<file path="config.mk">
export PLATFORM = sky130hd
export DESIGN_NAME = hazard_stall_ctrl_flat
export DESIGN_NICKNAME = d
export VERILOG_FILES = /design/src/rtl/hazard_stall_ctrl_if.sv /design/src/rtl/hazard_stall_ctrl.sv /design/src/flat_wrapper.sv
export SDC_FILE = /design/constraint.sdc
export NUM_CORES = 1
export LEC_CHECK = 0
export CAP_MARGIN = 20
export CELL_PAD_IN_SITES_DETAIL_PLACEMENT = 1
export CELL_PAD_IN_SITES_GLOBAL_PLACEMENT = 2
export CORE_ASPECT_RATIO = 1.4
export CORE_MARGIN = 3
export CORE_UTILIZATION = 20
export DETAILED_ROUTE_END_ITERATION = 12
export PLACE_DENSITY = 0.76
export SLEW_MARGIN = 20
export SYNTH_ARGS = -nofsm -noshare
export SYNTH_HDL_FRONTEND = slang
export SYNTH_SLANG_ARGS = --single-unit
</file>
<file path="constraint.sdc">
create_clock -name clk -period 2.78 [get_ports clk]
set_input_delay 0.556 -clock clk [delete_from_list [all_inputs] [get_ports clk]]
set_output_delay 0.556 -clock clk [all_outputs]
set_load 0.03 [all_outputs]
</file>
<file path="src/rtl/hazard_stall_ctrl_if.sv">
// Control bundle between the ID-stage hazard/stall controller and the pipeline it steers.
// master = pipeline side (drives decode/load/status info), slave = controller side.
interface hazard_stall_ctrl_if #(
  parameter int REG_W = 5,
  parameter int CNT_W = 16
);
  logic [31:0]      inst;
  logic             use_rs;
  logic             use_rt;
  logic             id_ex_mem_read;
  logic [REG_W-1:0] id_ex_rt;
  logic             mem_busy;
  logic             branch_taken;
  logic             cnt_clr;
  logic             hazard;
  logic             pc_write_en;
  logic             if_id_write_en;
  logic             if_id_flush;
  logic             id_ex_bubble;
  logic [CNT_W-1:0] stall_count;

  modport master (
    output inst, use_rs, use_rt, id_ex_mem_read, id_ex_rt, mem_busy, branch_taken, cnt_clr,
    input  hazard, pc_write_en, if_id_write_en, if_id_flush, id_ex_bubble, stall_count
  );

  modport slave (
    input  inst, use_rs, use_rt, id_ex_mem_read, id_ex_rt, mem_busy, branch_taken, cnt_clr,
    output hazard, pc_write_en, if_id_write_en, if_id_flush, id_ex_bubble, stall_count
  );
endinterface

</file>
<file path="src/rtl/hazard_stall_ctrl.sv">
// Load-use hazard tracker (LOAD_LAT deep) with stall/flush arbitration and a saturating stall counter.
// Controls are combinational (zero latency); mem_busy freezes the pipe and the tracker alike.
module hazard_stall_ctrl #(
  parameter int REG_W    = 5,
  parameter int LOAD_LAT = 1,
  parameter int CNT_W    = 16
) (
  input logic                clk,
  input logic                rst_n,
  hazard_stall_ctrl_if.slave hif
);
  logic [REG_W-1:0]                rs;
  logic [REG_W-1:0]                rt;
  logic [LOAD_LAT-1:0]             trk_vld;
  logic [LOAD_LAT-1:0][REG_W-1:0]  trk_dst;
  logic                            hazard_raw;
  logic                            pc_we;
  logic                            if_id_we;
  logic                            flush;
  logic                            bubble;
  logic                            stall_inc;
  logic [CNT_W-1:0]                stall_cnt;
  logic                            unused_inst;

  assign rs          = REG_W'(hif.inst[25:21]);
  assign rt          = REG_W'(hif.inst[20:16]);
  assign unused_inst = ^{hif.inst[31:26], hif.inst[15:0]};

  // Slot 0 is the load currently in ID/EX; older loads live in the shift slots.
  assign trk_vld[0] = hif.id_ex_mem_read;
  assign trk_dst[0] = hif.id_ex_rt;

  generate
    if (LOAD_LAT > 1) begin : g_slots
      logic [LOAD_LAT-1:1]            slot_vld;
      logic [LOAD_LAT-1:1][REG_W-1:0] slot_dst;

      always_ff @(posedge clk or negedge rst_n) begin
        if (!rst_n) begin
          slot_vld <= '0;
          slot_dst <= '0;
        end else if (!hif.mem_busy) begin
          slot_vld <= trk_vld[LOAD_LAT-2:0];
          slot_dst <= trk_dst[LOAD_LAT-2:0];
        end
      end

      assign trk_vld[LOAD_LAT-1:1] = slot_vld;
      assign trk_dst[LOAD_LAT-1:1] = slot_dst;
    end
  endgenerate

  always_comb begin
    hazard_raw = 1'b0;
    for (int k = 0; k < LOAD_LAT; k++) begin
      if (trk_vld[k] && (trk_dst[k] != '0) &&
          ((hif.use_rs && (trk_dst[k] == rs)) || (hif.use_rt && (trk_dst[k] == rt))))
        hazard_raw = 1'b1;
    end
  end

  always_comb begin
    pc_we    = 1'b1;
    if_id_we = 1'b1;
    flush    = 1'b0;
    bubble   = 1'b0;
    if (hif.mem_busy) begin
      pc_we    = 1'b0;
      if_id_we = 1'b0;
    end else if (hif.branch_taken) begin
      // The ID instruction is wrong-path, so any hazard it has is moot.
      flush  = 1'b1;
      bubble = 1'b1;
    end else if (hazard_raw) begin
      pc_we    = 1'b0;
      if_id_we = 1'b0;
      bubble   = 1'b1;
    end
  end

  assign stall_inc = !hif.mem_busy && !hif.branch_taken && hazard_raw;

  always_ff @(posedge clk or negedge rst_n) begin
    if (!rst_n) begin
      stall_cnt <= '0;
    end else if (hif.cnt_clr) begin
      stall_cnt <= '0;
    end else if (stall_inc && (stall_cnt != {CNT_W{1'b1}})) begin
      stall_cnt <= stall_cnt + 1'b1;
    end
  end

  assign hif.hazard         = hazard_raw;
  assign hif.pc_write_en    = pc_we;
  assign hif.if_id_write_en = if_id_we;
  assign hif.if_id_flush    = flush;
  assign hif.id_ex_bubble   = bubble;
  assign hif.stall_count    = stall_cnt;
endmodule

</file>
<file path="src/flat_wrapper.sv">
// flat-port wrapper written by rule: the top's interface ports become plain ports
module hazard_stall_ctrl_flat 
#(
  parameter int REG_W    = 5,
  parameter int LOAD_LAT = 1,
  parameter int CNT_W    = 16
)
  (clk, rst_n, hif_inst, hif_use_rs, hif_use_rt, hif_id_ex_mem_read, hif_id_ex_rt, hif_mem_busy, hif_branch_taken, hif_cnt_clr, hif_hazard, hif_pc_write_en, hif_if_id_write_en, hif_if_id_flush, hif_id_ex_bubble, hif_stall_count);
  hazard_stall_ctrl_if #(.REG_W(REG_W), .CNT_W(CNT_W)) hif_i ();
  input logic clk;
  input logic rst_n;
  input wire logic [$bits(hif_i.inst)-1:0] hif_inst;
  input wire logic [$bits(hif_i.use_rs)-1:0] hif_use_rs;
  input wire logic [$bits(hif_i.use_rt)-1:0] hif_use_rt;
  input wire logic [$bits(hif_i.id_ex_mem_read)-1:0] hif_id_ex_mem_read;
  input wire logic [$bits(hif_i.id_ex_rt)-1:0] hif_id_ex_rt;
  input wire logic [$bits(hif_i.mem_busy)-1:0] hif_mem_busy;
  input wire logic [$bits(hif_i.branch_taken)-1:0] hif_branch_taken;
  input wire logic [$bits(hif_i.cnt_clr)-1:0] hif_cnt_clr;
  output wire logic [$bits(hif_i.hazard)-1:0] hif_hazard;
  output wire logic [$bits(hif_i.pc_write_en)-1:0] hif_pc_write_en;
  output wire logic [$bits(hif_i.if_id_write_en)-1:0] hif_if_id_write_en;
  output wire logic [$bits(hif_i.if_id_flush)-1:0] hif_if_id_flush;
  output wire logic [$bits(hif_i.id_ex_bubble)-1:0] hif_id_ex_bubble;
  output wire logic [$bits(hif_i.stall_count)-1:0] hif_stall_count;
  assign hif_i.inst = hif_inst;
  assign hif_i.use_rs = hif_use_rs;
  assign hif_i.use_rt = hif_use_rt;
  assign hif_i.id_ex_mem_read = hif_id_ex_mem_read;
  assign hif_i.id_ex_rt = hif_id_ex_rt;
  assign hif_i.mem_busy = hif_mem_busy;
  assign hif_i.branch_taken = hif_branch_taken;
  assign hif_i.cnt_clr = hif_cnt_clr;
  assign hif_hazard = hif_i.hazard;
  assign hif_pc_write_en = hif_i.pc_write_en;
  assign hif_if_id_write_en = hif_i.if_id_write_en;
  assign hif_if_id_flush = hif_i.if_id_flush;
  assign hif_id_ex_bubble = hif_i.id_ex_bubble;
  assign hif_stall_count = hif_i.stall_count;
  hazard_stall_ctrl #(.REG_W(REG_W), .LOAD_LAT(LOAD_LAT), .CNT_W(CNT_W)) u_core (.clk(clk), .rst_n(rst_n), .hif(hif_i));
endmodule
</file>
======== After elaboration in Yosys (flattened, before gate mapping) ========
Cells that the tools add are included.
cells by class
  reductions and logical operators ........ 12
  add/sub/neg operators ................... 1
  equality and inequality tests ........... 3
  muxes and demuxes ....................... 11
operators with widths
  cell                     number
  $mux W16                 2
  $add A16 B1 Y16 const B  1
  $ne A16 B16 Y1 const B   1
  $eq A5 B5 Y1             2
  $mux W1                  9
  $logic_and A1 B1 Y1      7
  $reduce_bool A5 Y1       1
  $logic_not A1 Y1         2
  $reduce_bool A2 Y1       1
  $logic_or A1 B1 Y1       1
word-level totals
  word-level logic and storage cells ...... 28
  flip-flop bits (word level) ............. 16

======== Logic depth before layout (Yosys ltp) ========
Gate-level depths: netlist (run 1).
  depth after elaboration ................. 9
  gate-level depth with buffers ........... 7

======== Least setup slack after synthesis (run 1) ========
OpenSTA, ideal clock, no wires.
  kind .................................... input-to-output
  from .................................... input hif_id_ex_rt[3]
  to ...................................... output hif_pc_write_en
  cell stages on the path ................. 7
  data arrival time ....................... 2571 ps
  slack ................................... -347 ps
  required time ........................... 2224 ps
  path through ............................ xor2_1 -> nor4_2 -> a32oi_2 -> buf_2 -> nor2b_1 -> a21oi_1 -> buf_4
on the way
  cells in the longest elaborated chain, start to end .. 8
  elaborated cells on any way between the ends .. 12
  classes of those cells .................. eq/ne: 2; mux: 4; reduce/logical: 6
ends and longest elaborated chain
  what                     RTL line                 text
  start: declaration       flat_wrapper.sv:16       input wire logic [$bits(hif_i.id_ex_rt)-1:0] hif_id_ex_rt;
  $eq A5 B5 Y1             hazard_stall_ctrl.sv:57  ((hif.use_rs && (trk_dst[k] == rs)) || (hif.use_rt && (trk_dst[k] == rt))))
  $logic_and A1 B1 Y1      hazard_stall_ctrl.sv:57
  $logic_or A1 B1 Y1       hazard_stall_ctrl.sv:57
  $logic_and A1 B1 Y1 *    hazard_stall_ctrl.sv:56  if (trk_vld[k] && (trk_dst[k] != '0) &&
  $mux W1 *                hazard_stall_ctrl.sv:56
  named net hif_hazard     flat_wrapper.sv:20       output wire logic [$bits(hif_i.hazard)-1:0] hif_hazard;
  $mux W1 * (3 in series)  n/a
  end: declaration         flat_wrapper.sv:21       output wire logic [$bits(hif_i.pc_write_en)-1:0] hif_pc_write_en;
Mark *: on every way through the listed nets, which the timed path passes. The rest lies on a longest branch.

======== Worst setup path after layout (run 1) ========
  from .................................... input hif_id_ex_rt[4]
  to ...................................... output hif_pc_write_en
on the way
  cells in the longest elaborated chain, start to end .. 8
  elaborated cells on any way between the ends .. 12
  classes of those cells .................. eq/ne: 2; mux: 4; reduce/logical: 6
ends and longest elaborated chain
  what                   RTL line                 text
  $eq A5 B5 Y1           hazard_stall_ctrl.sv:57
  $logic_and A1 B1 Y1    hazard_stall_ctrl.sv:57
  $logic_or A1 B1 Y1     hazard_stall_ctrl.sv:57
  $logic_and A1 B1 Y1 *  hazard_stall_ctrl.sv:56
  $mux W1 *              hazard_stall_ctrl.sv:56
  $mux W1 *              hazard_stall_ctrl.sv:74  end else if (hazard_raw) begin
  $mux W1 *              hazard_stall_ctrl.sv:70  end else if (hif.branch_taken) begin
  $mux W1 *              hazard_stall_ctrl.sv:67  if (hif.mem_busy) begin
Every way passes the cells marked *; elsewhere a longest branch is shown, timed or not.

==> results of run 1 <==
[final cells by class]
class | count | area [µm²] | area share
inverter | 2 | 7.51 | 0.00437
sequential | 16 | 400 | 0.233
clock buffer | 3 | 41.3 | 0.0241
multi-input combinational | 105 | 722 | 0.421
tap | 66 | 82.6 | 0.0481
timing repair buffer | 48 | 463 | 0.270
[what timing repair did]
item                                    in CTS  in global routing
resized for setup                           12                  5
buffers inserted                             0                  0
pin swaps                                    1                  3
endpoints found under the setup margin       3                  3
[layer usage]
metal / vias to the layer above / part of all wire / global-route usage
met4: 0 / 0.0068 / 0.0383
met1: 566 / 0.41 / 0.131
met5: - / 0 / 0
met3: 2 / 0.038 / 0.0137
met2: 33 / 0.54 / 0.205
li1: 574 / - / -
[Yosys cell counts]
library cell	number
nor3_1	5
o31a_1	1
nor4_1	4
ha_1	1
nor4_2	1
nand3_4	1
o21ai_0	5
nor2b_1	6
or3_1	4
inv_1	2
a32oi_2	1
or3b_1	1
o31ai_1	5
or4_1	6
nand4_1	9
nor2_1	12
o21ba_2	1
and2_1	1
nor3b_1	1
mux2_2	5
clkbuf_1	2
xnor2_1	2
nand3_1	6
o21a_1	1
buf_4	2
xor2_1	8
o21ba_1	1
dfrtp_1	16
nand2_1	5
or4_4	1
a21oi_1	11
buf_2	2
[where the power goes]
part	internal, W	total [W]	switching, W	leakage [nW]
logic	0.0000484	0.000100	0.0000516	0.383
registers	0.000233	0.000233	0.000000140	0.224
clock network	0.0000960	0.000177	0.0000807	0.0216
total	0.000377	0.000510	0.000132	0.629
[worst max-delay path: stages]
cell and delay [ns]:
clkdlybuf4s15_1 0.23, or4_4 0.56, o21a_1 0.21, nor2b_2 0.16
buf_4 0.15, a21oi_4 0.15, buf_6 0.15
[final timing paths]
check / startpoint / to / slack, ns / depth (start not counted)
max in group asynchronous: rst_n / u_core.hif.stall_count[10] / 1.53 / 1
setup reg to reg: u_core.hif.stall_count[0] / u_core.hif.stall_count[3] / 0.54 / 6
hold reg to reg: u_core.hif.stall_count[15] / u_core.hif.stall_count[15] / 0.58 / 2
setup / recovery: hif_id_ex_rt[4] / hif_pc_write_en / 0.06 / 7
hold / removal: u_core.hif.stall_count[15] / u_core.hif.stall_count[15] / 0.58 / 2
min in group asynchronous: rst_n / u_core.hif.stall_count[9] / 0.76 / 1
[kinds of logic after synthesis]
family          after synthesis
fa+ha+maj                     1
mux                           5
simple gates                 63
buf+inv                       8
flops                        16
compound gates               26
xor+xnor                     10
[stage by stage]
stage	setup TNS (ns)	total power, W	hold slack (ns)
after detailed placement	-0.770	0.000337	0.583
final	0	0.000510	0.585
after global placement	-0.736	0.000333	0.573
after global routing	-0.0411	0.000538	0.617
after CTS	0	0.000518	0.598
after floorplan	0	0.000279	0.260
[cells in the final DEF, fill, tap and decap left out, types with 2 or more instances in the layout]
master           netlist  layout
xor2_1                 8       8
buf_4                  2       6
or4_4                  1       2
or4_1                  6       5
nor4_2                 1       2
clkdlybuf4s50_1        0      34
clkbuf_8               0       3
or3_1                  4       4
nor3_1                 5       5
dfrtp_1               16      16
nor2_1                12      12
xnor2_1                2       2
nand2_1                5       5
clkdlybuf4s15_1        0       2
buf_6                  0       2
o21ai_0                5       5
nor2b_1                6       5
a21oi_1               11      10
dlygate4sd2_1          0       2
mux2_2                 5       5
nor4_1                 4       3
inv_1                  2       2
nand4_1                9       9
nand3_1                6       6
o31ai_1                5       5
==> run_results.csv, run 1 <==
group,metric,value,unit
routing,detail-route-antenna-nets,0,
cts,cts_hold_buf,0,
layout,instances_no_fill,240,
global_routing,grt_pass1_wl,6030,µm
global_routing,grt_antenna_before_repair,0,
layout,fin_area,0.00172,mm²
floorplan,die_area,0.00665,mm²
yosys,synth_top_family_by_area,"simple AND/OR/NAND/NOR gates",
pwr,vdd_ir_drop_max,0.136,mV
worst_hold_path,hp-class,"flop to flop",
pwr,p_leak,0.629,nW
yosys,synth_adder_area_share,0.0110,
place,place_congestion,0.767,
sta,clock_skew,0.00262,ns
sta,slew_violations,0,
sta,period_share,0.978,
layout,largest_reg_flops,16,
cts,clk_pin_slew,0.07,ns
sta,worstMarginPinSlew,0.776,ns
yosys,synth_nets,175,
critical_path,worstSetupPathType,"input pin to output port",
routing,drt_iter0_drc,25,
floorplan,start_util,0.213,
floorplan,rows,31,
floorplan,core,0.00535,mm²
sta,setup_slack,0.0604,ns
yosys,yosys_warnings,0,
critical_path,crit_fanout,3,
layout,antenna_cells,0,
global_routing,grt_pass1_vias,1291,
yosys,postSynthCellCount,129,
cts,clk_latency,0.25,ns
yosys,synth_compound_area_frac,0.149,
yosys,netlist_area,0.00114,mm²
routing,wl_per_cell,15.3,µm
place,postPlaceCellArea,0.00166,mm²
critical_path,end_kind,"output port",
routing,via_count,1175,
yosys,yosysSeqAreaShare,0.352,
place,dp_slack,-0.456,ns
yosys,ys_ff_latch,16,
yosys,synth-simple-area-share,0.326,
floorplan,ios,66,
yosys,synthMuxAreaShare,0.0495,
global_routing,overflow,0,
sta,fmax,0.368,GHz
routing,vias_per_cell,4.90,
yosys,synth_top_area_cell,"dfrtp_1",
place,dp_cells,237,
yosys,post_synth.cell_area_avg,8.83,µm²
global_routing,grt_max_degree,28,
layout,drive_above_1_share,0.149,
place,post-dp-hpwl,2780,µm
routing,drc,0,
cts,cts_sinks,16,
layout,syn2layout_area_growth,50.8,%
layout,nets,222,
outcome,outcome,"complete, no violations",
layout,post-route-util,0.321,
sta,period_minus_slack,2.72,ns
cts,cts_root_buf,"clkbuf_8",
cts,htree_levels,1,
critical_path,worstPathRequired,2.22,ns
yosys,yosys-top-cells-area,"dfrtp_1 (35%), xor2_1 (6.2%), mux2_2 (4.9%), nand4_1 (4.9%), a21oi_1 (4.8%)",
place,portBuffers,43,
global_routing,grt_use_total,0.111,
flow_run,cap_violations,0,
yosys,synth.distinct_cells,32,
floorplan,die_w,69.8,µm
cts,numCtsBuffers,3,
critical_path,arrival,2.16,ns
yosys,synth-xor-area-share,0.0769,
cts,clockBufferDepth,2,
critical_path,startpoint_type,"input pin",
floorplan,die_height,95.3,µm
layout,fillers,631,
sta,finalSetupViolCount,0,
sta,relSlewSlack,0.481,
yosys,synth_top_area_share,0.352,
routing,dr.pass1.iters,4,
sta,hold_viol,0,
routing,wirelength,3670,µm
pwr,power.density,297,mW/mm²
cts,cts_tree,"yes",
(Power assumes the default switching activity.)
==> inputs of run 2 (changes only) <==
- CORE_UTILIZATION: 20 -> 22
- PLACE_DENSITY: 0.76 -> 0.83
- clock period: 2.78 -> 3.38 ns (I/O delays scaled with it)
==> run 2 against run 1 <==
Effect of this change:
- global-route usage grew 1.4 points
- combinational power shrank 21%
- critical path type unchanged
- flip-flop and latch count is the same
- register-to-register slack gained 0.65 ns
- first-iteration DRC count shrank 60%
- critical path depth is the same
- utilization grew 2.3 points
- sequential share of layout area grew 0.38 points
- highest routed layer unchanged
- largest power group unchanged
- die area shrank 8.4%
- clock power is essentially flat
- non-clock buffer count shrank 1
- critical endpoint unchanged
- clock-buffer cell count grew 1
==> run_results.csv, run 2 (same netlist as run 1, synthesis figures left out) <==
group,metric,value,unit
routing,dr.pass1.iters,4,
global_routing,use_met3,0.0186,
sta,clock_skew,0.00268,ns
critical_path,r2r_slack,1.19,ns
critical_path,worstSetupPathType,"input pin to output port",
worst_hold_path,min_from,"u_core.hif.stall_count[9]",
routing,wl_per_cell,14.8,µm
place,portBuffers,43,
cts,cts_tree,"yes",
critical_path,crit_end,"hif_pc_write_en",
floorplan,core,0.00492,mm²
sta,slew_violations,0,
worst_hold_path,hp-class,"flop to flop",
floorplan,die_w,66.8,µm
critical_path,worstPathRequired,2.70,ns
cts,clk_pin_slew,0.07,ns
floorplan,die_area,0.00609,mm²
routing,vias_per_cell,5.12,
cts,htree_levels,1,
routing,drt_iter0_drc,10,
global_routing,grt_max_degree,28,
critical_path,reg2reg_depth,6,
critical_path,arrival,2.56,ns
flow_run,cap_violations,0,
layout,nets,221,
critical_path,crit_fanout,3,
global_routing,grt_pass1_wl,6080,µm
pwr,vdd_ir_drop_max,0.113,mV
global_routing,overflow,0,
layout,drive_above_1_share,0.126,
layout,largest_reg_flops,16,
layout,syn2layout_area_growth,48.4,%
sta,rsz0062_at_grt,"false",
critical_path,r2r_start,"u_core.hif.stall_count[0]",
layout,final_common_cell,"clkdlybuf4s50_1",
floorplan,rows,30,
sta,finalSetupViolCount,0,
cts,cts_root_buf,"clkbuf_8",
critical_path,crit_start,"hif_id_ex_rt[3]",
critical_path,end_kind,"output port",
place,place_congestion,0.822,
outcome,outcome,"complete, no violations",
sta,worstMarginPinSlew,0.767,ns
place,post-dp-hpwl,2740,µm
global_routing,grt_pass1_vias,1327,
global_routing,grt_antenna_before_repair,0,
floorplan,ios,66,
pwr,power,0.000445,W
floorplan,start_util,0.232,
sta,period_share,0.958,
sta,hold_viol,0,
critical_path,startpoint_type,"input pin",
routing,via_count,1219,
sta,setup_slack,0.142,ns
layout,antenna_cells,0,
sta,period_minus_slack,3.24,ns
global_routing,grt_use_total,0.125,
routing,wirelength,3530,µm
place,dp_slack,-0.141,ns
global_routing,busiest_layer,"met2",
sta,setup-tns-final,0,ns
routing,drc,0,
global_routing,grt_use_met2,0.227,
pwr,p_leak,0.610,nW
sta,relSlewSlack,0.487,
cts,numCtsBuffers,3,
layout,layout_common_cells,"clkdlybuf4s50_1 (39), dfrtp_1 (16), nor2_1 (12)",
routing,detail-route-antenna-nets,0,
critical_path,regToRegEndpoint,"u_core.hif.stall_count[3]",
global_routing,use_met1,0.147,
cts,clockBufferDepth,2,
sta,fmax,0.309,GHz
cts,cts_sinks,16,
floorplan,die_height,91.1,µm
cts,clk_latency,0.25,ns
pwr,power.density,263,mW/mm²
[run 2: changes by cell type in the layout (fill, tap and decap cells not counted), sizes merged]
cell | before | now
clkdlybuf4s50 | 34 | 39
buf | 9 | 7
clkbuf | 3 | 5
clkdlybuf4s15 | 2 | 0
dlygate4sd2 | 2 | 0
dlymetal6s2s | 1 | 0
[run 2: stage by stage]
stage | utilization | cell area, µm² | hold WS, ns | instances
finish | 0.344 | 1690 | 0.585 | 238
detailed placement | 0.333 | 1640 | 0.581 | 234
CTS | 0.344 | 1690 | 0.591 | 238
global route | 0.344 | 1690 | 0.642 | 238
floorplan | - | 1140 | 0.380 | 129
global placement | 0.333 | 1640 | 0.571 | 234
[run 2: worst min path at each step]
stage	slack, ns	cells after the start	endpoint
finish	0.58	2	u_core.hif.stall_count[9]
global route	0.64	2	u_core.hif.stall_count[9]
CTS	0.59	2	u_core.hif.stall_count[9]
detailed placement	0.58	2	u_core.hif.stall_count[9]
global placement	0.57	2	u_core.hif.stall_count[9]
floorplan	0.38	0	u_core.hif.stall_count[0]
[run 2: per-layer routing]
metal	up-vias	part of all wire
met3	4	0.052
met1	605	0.41
li1	577	-
met2	33	0.53
met4	0	0.0085
met5	-	0
[run 2: critical path, stage by stage]
cell	delay (ns)
clkdlybuf4s50_1	0.47
or4_1	0.54
o21a_1	0.19
nor2b_1	0.15
buf_4	0.14
a21oi_1	0.19
buf_4	0.20
[run 2: what timing repair did]
item | CTS | global route
endpoints found under the setup margin | 1 | 1
setup buffers | 0 | 0
pin swaps | 0 | 0
gates resized for setup | 1 | 2
hold buffers | 0 | 0
[run 2: cell type report]
type	instances	area (µm²)
fillers	594	3230
well taps	64	80.1
clock buffers	4	55.1
inverters	2	7.51
repair buffers	47	448
multi-input cells	105	698
flip-flops and latches	16	400
[run 2: power breakdown]
group	leakage [nW]	internal, W	switching, W	total, W
Combinational	0.358	0.0000389	0.0000399	0.0000788
Sequential	0.224	0.000191	0.000000122	0.000192
Clock	0.0288	0.000103	0.0000708	0.000174
==> inputs of run 3 (changes only) <==
- CORE_MARGIN: 3 -> 1.5
==> run 3 against run 2 <==
Effect of this change:
- sequential share of layout area fell by 0.053 points
- first-iteration DRC count fell by 70%
- die area fell by 7.6%
- flip-flop and latch count did not move
- register-to-register slack barely moved
- routed wire length fell by 3.9%
- final area rose by 0.22%
- critical path type unchanged
- largest power group unchanged
==> run_results.csv, run 3 (same netlist as run 1, synthesis figures left out) <==
group,metric,value,unit
outcome,outcome,"complete, no violations",
sta,period_minus_slack,3.27,ns
sta,fmax,0.306,GHz
cts,clk_latency,0.25,ns
routing,vias_per_cell,5.03,
sta,period_share,0.967,
routing,wirelength,3390,µm
critical_path,arrival,2.59,ns
cts,post_cts_resized,1,
cts,clockBufferDepth,2,
pwr,vdd_ir_drop_max,0.131,mV
layout,antenna_cells,0,
sta,finalSetupViolCount,0,
critical_path,worstSetupPathType,"input pin to output port",
global_routing,overflow,0,
layout,layout_common_cells,"clkdlybuf4s50_1 (39), dfrtp_1 (16), nor2_1 (12)",
worst_hold_path,hp-class,"flop to flop",
floorplan,ios,66,
sta,rsz0062_at_grt,"false",
place,portBuffers,43,
floorplan,rows,30,
routing,drt_iter0_drc,3,
global_routing,grt_pass1_wl,5910,µm
cts,cts_tree,"yes",
cts,numCtsBuffers,3,
floorplan,die_height,88.1,µm
sta,relSlewSlack,0.500,
cts,clk_pin_slew,0.07,ns
layout,largest_reg_flops,16,
layout,instances_no_fill,238,
global_routing,grt_max_degree,28,
critical_path,worstPathCellList,"clkdlybuf4s50_1, xor2_1, nor4_1, a32oi_2, nor2b_1, o21ba_2, dlygate4sd2_1",
sta,hold_viol,0,
layout,final_common_cell,"clkdlybuf4s50_1",
critical_path,crit_slowest_cell,"clkdlybuf4s50_1",
floorplan,core,0.00492,mm²
cts,cts_hold_buf,0,
routing,detail-route-antenna-nets,0,
routing,wl_per_cell,14.2,µm
layout,nets,221,
place,post-dp-hpwl,2580,µm
layout,post-route-util,0.344,
cts,cts_root_buf,"clkbuf_8",
critical_path,worstPathRequired,2.70,ns
sta,whs,0.594,ns
critical_path,cp_slowest_stage_delay,0.48,ns
cts,cts_sinks,16,
floorplan,die_w,63.8,µm
global_routing,grt_use_total,0.131,
sta,clock_skew,0.00359,ns
place,dp_cells,234,
layout,fillers,589,
pwr,power.density,262,mW/mm²
critical_path,crit_fanout,3,
cts,htree_levels,1,
critical_path,startpoint_type,"input pin",
sta,worstMarginPinSlew,0.748,ns
routing,via_count,1197,
routing,drc,0,
floorplan,die_area,0.00562,mm²
cts,post_cts_buffers,0,
layout,drive_above_1_share,0.121,
floorplan,start_util,0.232,
place,place_congestion,0.816,
global_routing,grt_antenna_before_repair,0,
critical_path,end_kind,"output port",
pwr,p_leak,0.612,nW
global_routing,grt_pass1_vias,1299,
sta,slew_violations,0,
flow_run,cap_violations,0,
routing,dr.pass1.iters,4,
layout,syn2layout_area_growth,48.7,%
[run 3: changes by cell type in the layout (fill, tap and decap cells not counted), sizes merged]
cell	previous run	this run
dlygate4sd2	0	1
clkbuf	5	4
[run 3: cell type report]
type | count | area, µm² | share of cell area
Multi-Input combinational cell | 105 | 698 | 0.412
Timing Repair Buffer | 47 | 452 | 0.267
Tap cell | 64 | 80.1 | 0.0473
Sequential cell | 16 | 400 | 0.237
Inverter | 2 | 7.51 | 0.00443
Clock buffer | 4 | 55.1 | 0.0325
[run 3: power breakdown]
part	switching (W)	internal, W
clock	0.0000706	0.000103
sequential	0.000000114	0.000191
combinational	0.0000391	0.0000390
[run 3: through the flow]
step	worst slack, ns	TNS (ns)	instance area (µm²)	total power (W)
after global routing	0.0395	0	1690	0.000466
after global placement	-0.0987	-0.0987	1640	0.000272
after floorplan	0.0127	0	1140	0.000229
final	0.112	0	1690	0.000444
after CTS	0.0717	0	1690	0.000453
after detailed placement	-0.197	-0.197	1640	0.000275
[run 3: worst max-delay path: cells and delay by family]
family / cells / cell delay (ns)
simple gates: 2 / 0.60
compound gates: 2 / 0.26
xor+xnor: 1 / 0.20
buf+inv: 2 / 0.87
[run 3: path summary, 6_finish.rpt]
check,start,to,slack [ns],cells after the start
min,u_core.hif.stall_count[9],u_core.hif.stall_count[9],0.59,2
min reg2reg,u_core.hif.stall_count[9],u_core.hif.stall_count[9],0.59,2
max,hif_id_ex_rt[4],hif_id_ex_bubble,0.11,7
max reg2reg,u_core.hif.stall_count[0],u_core.hif.stall_count[8],1.20,6
min in group asynchronous,rst_n,u_core.hif.stall_count[8],0.86,1
max in group asynchronous,rst_n,u_core.hif.stall_count[11],2.05,1
[run 3: layer usage]
layer	vias up	track usage	wire [µm]
li1	576	-	-
met2	37	0.232	1750
met5	-	0	0
met3	5	0.0334	182
met1	579	0.147	1410
met4	0	0.0573	42
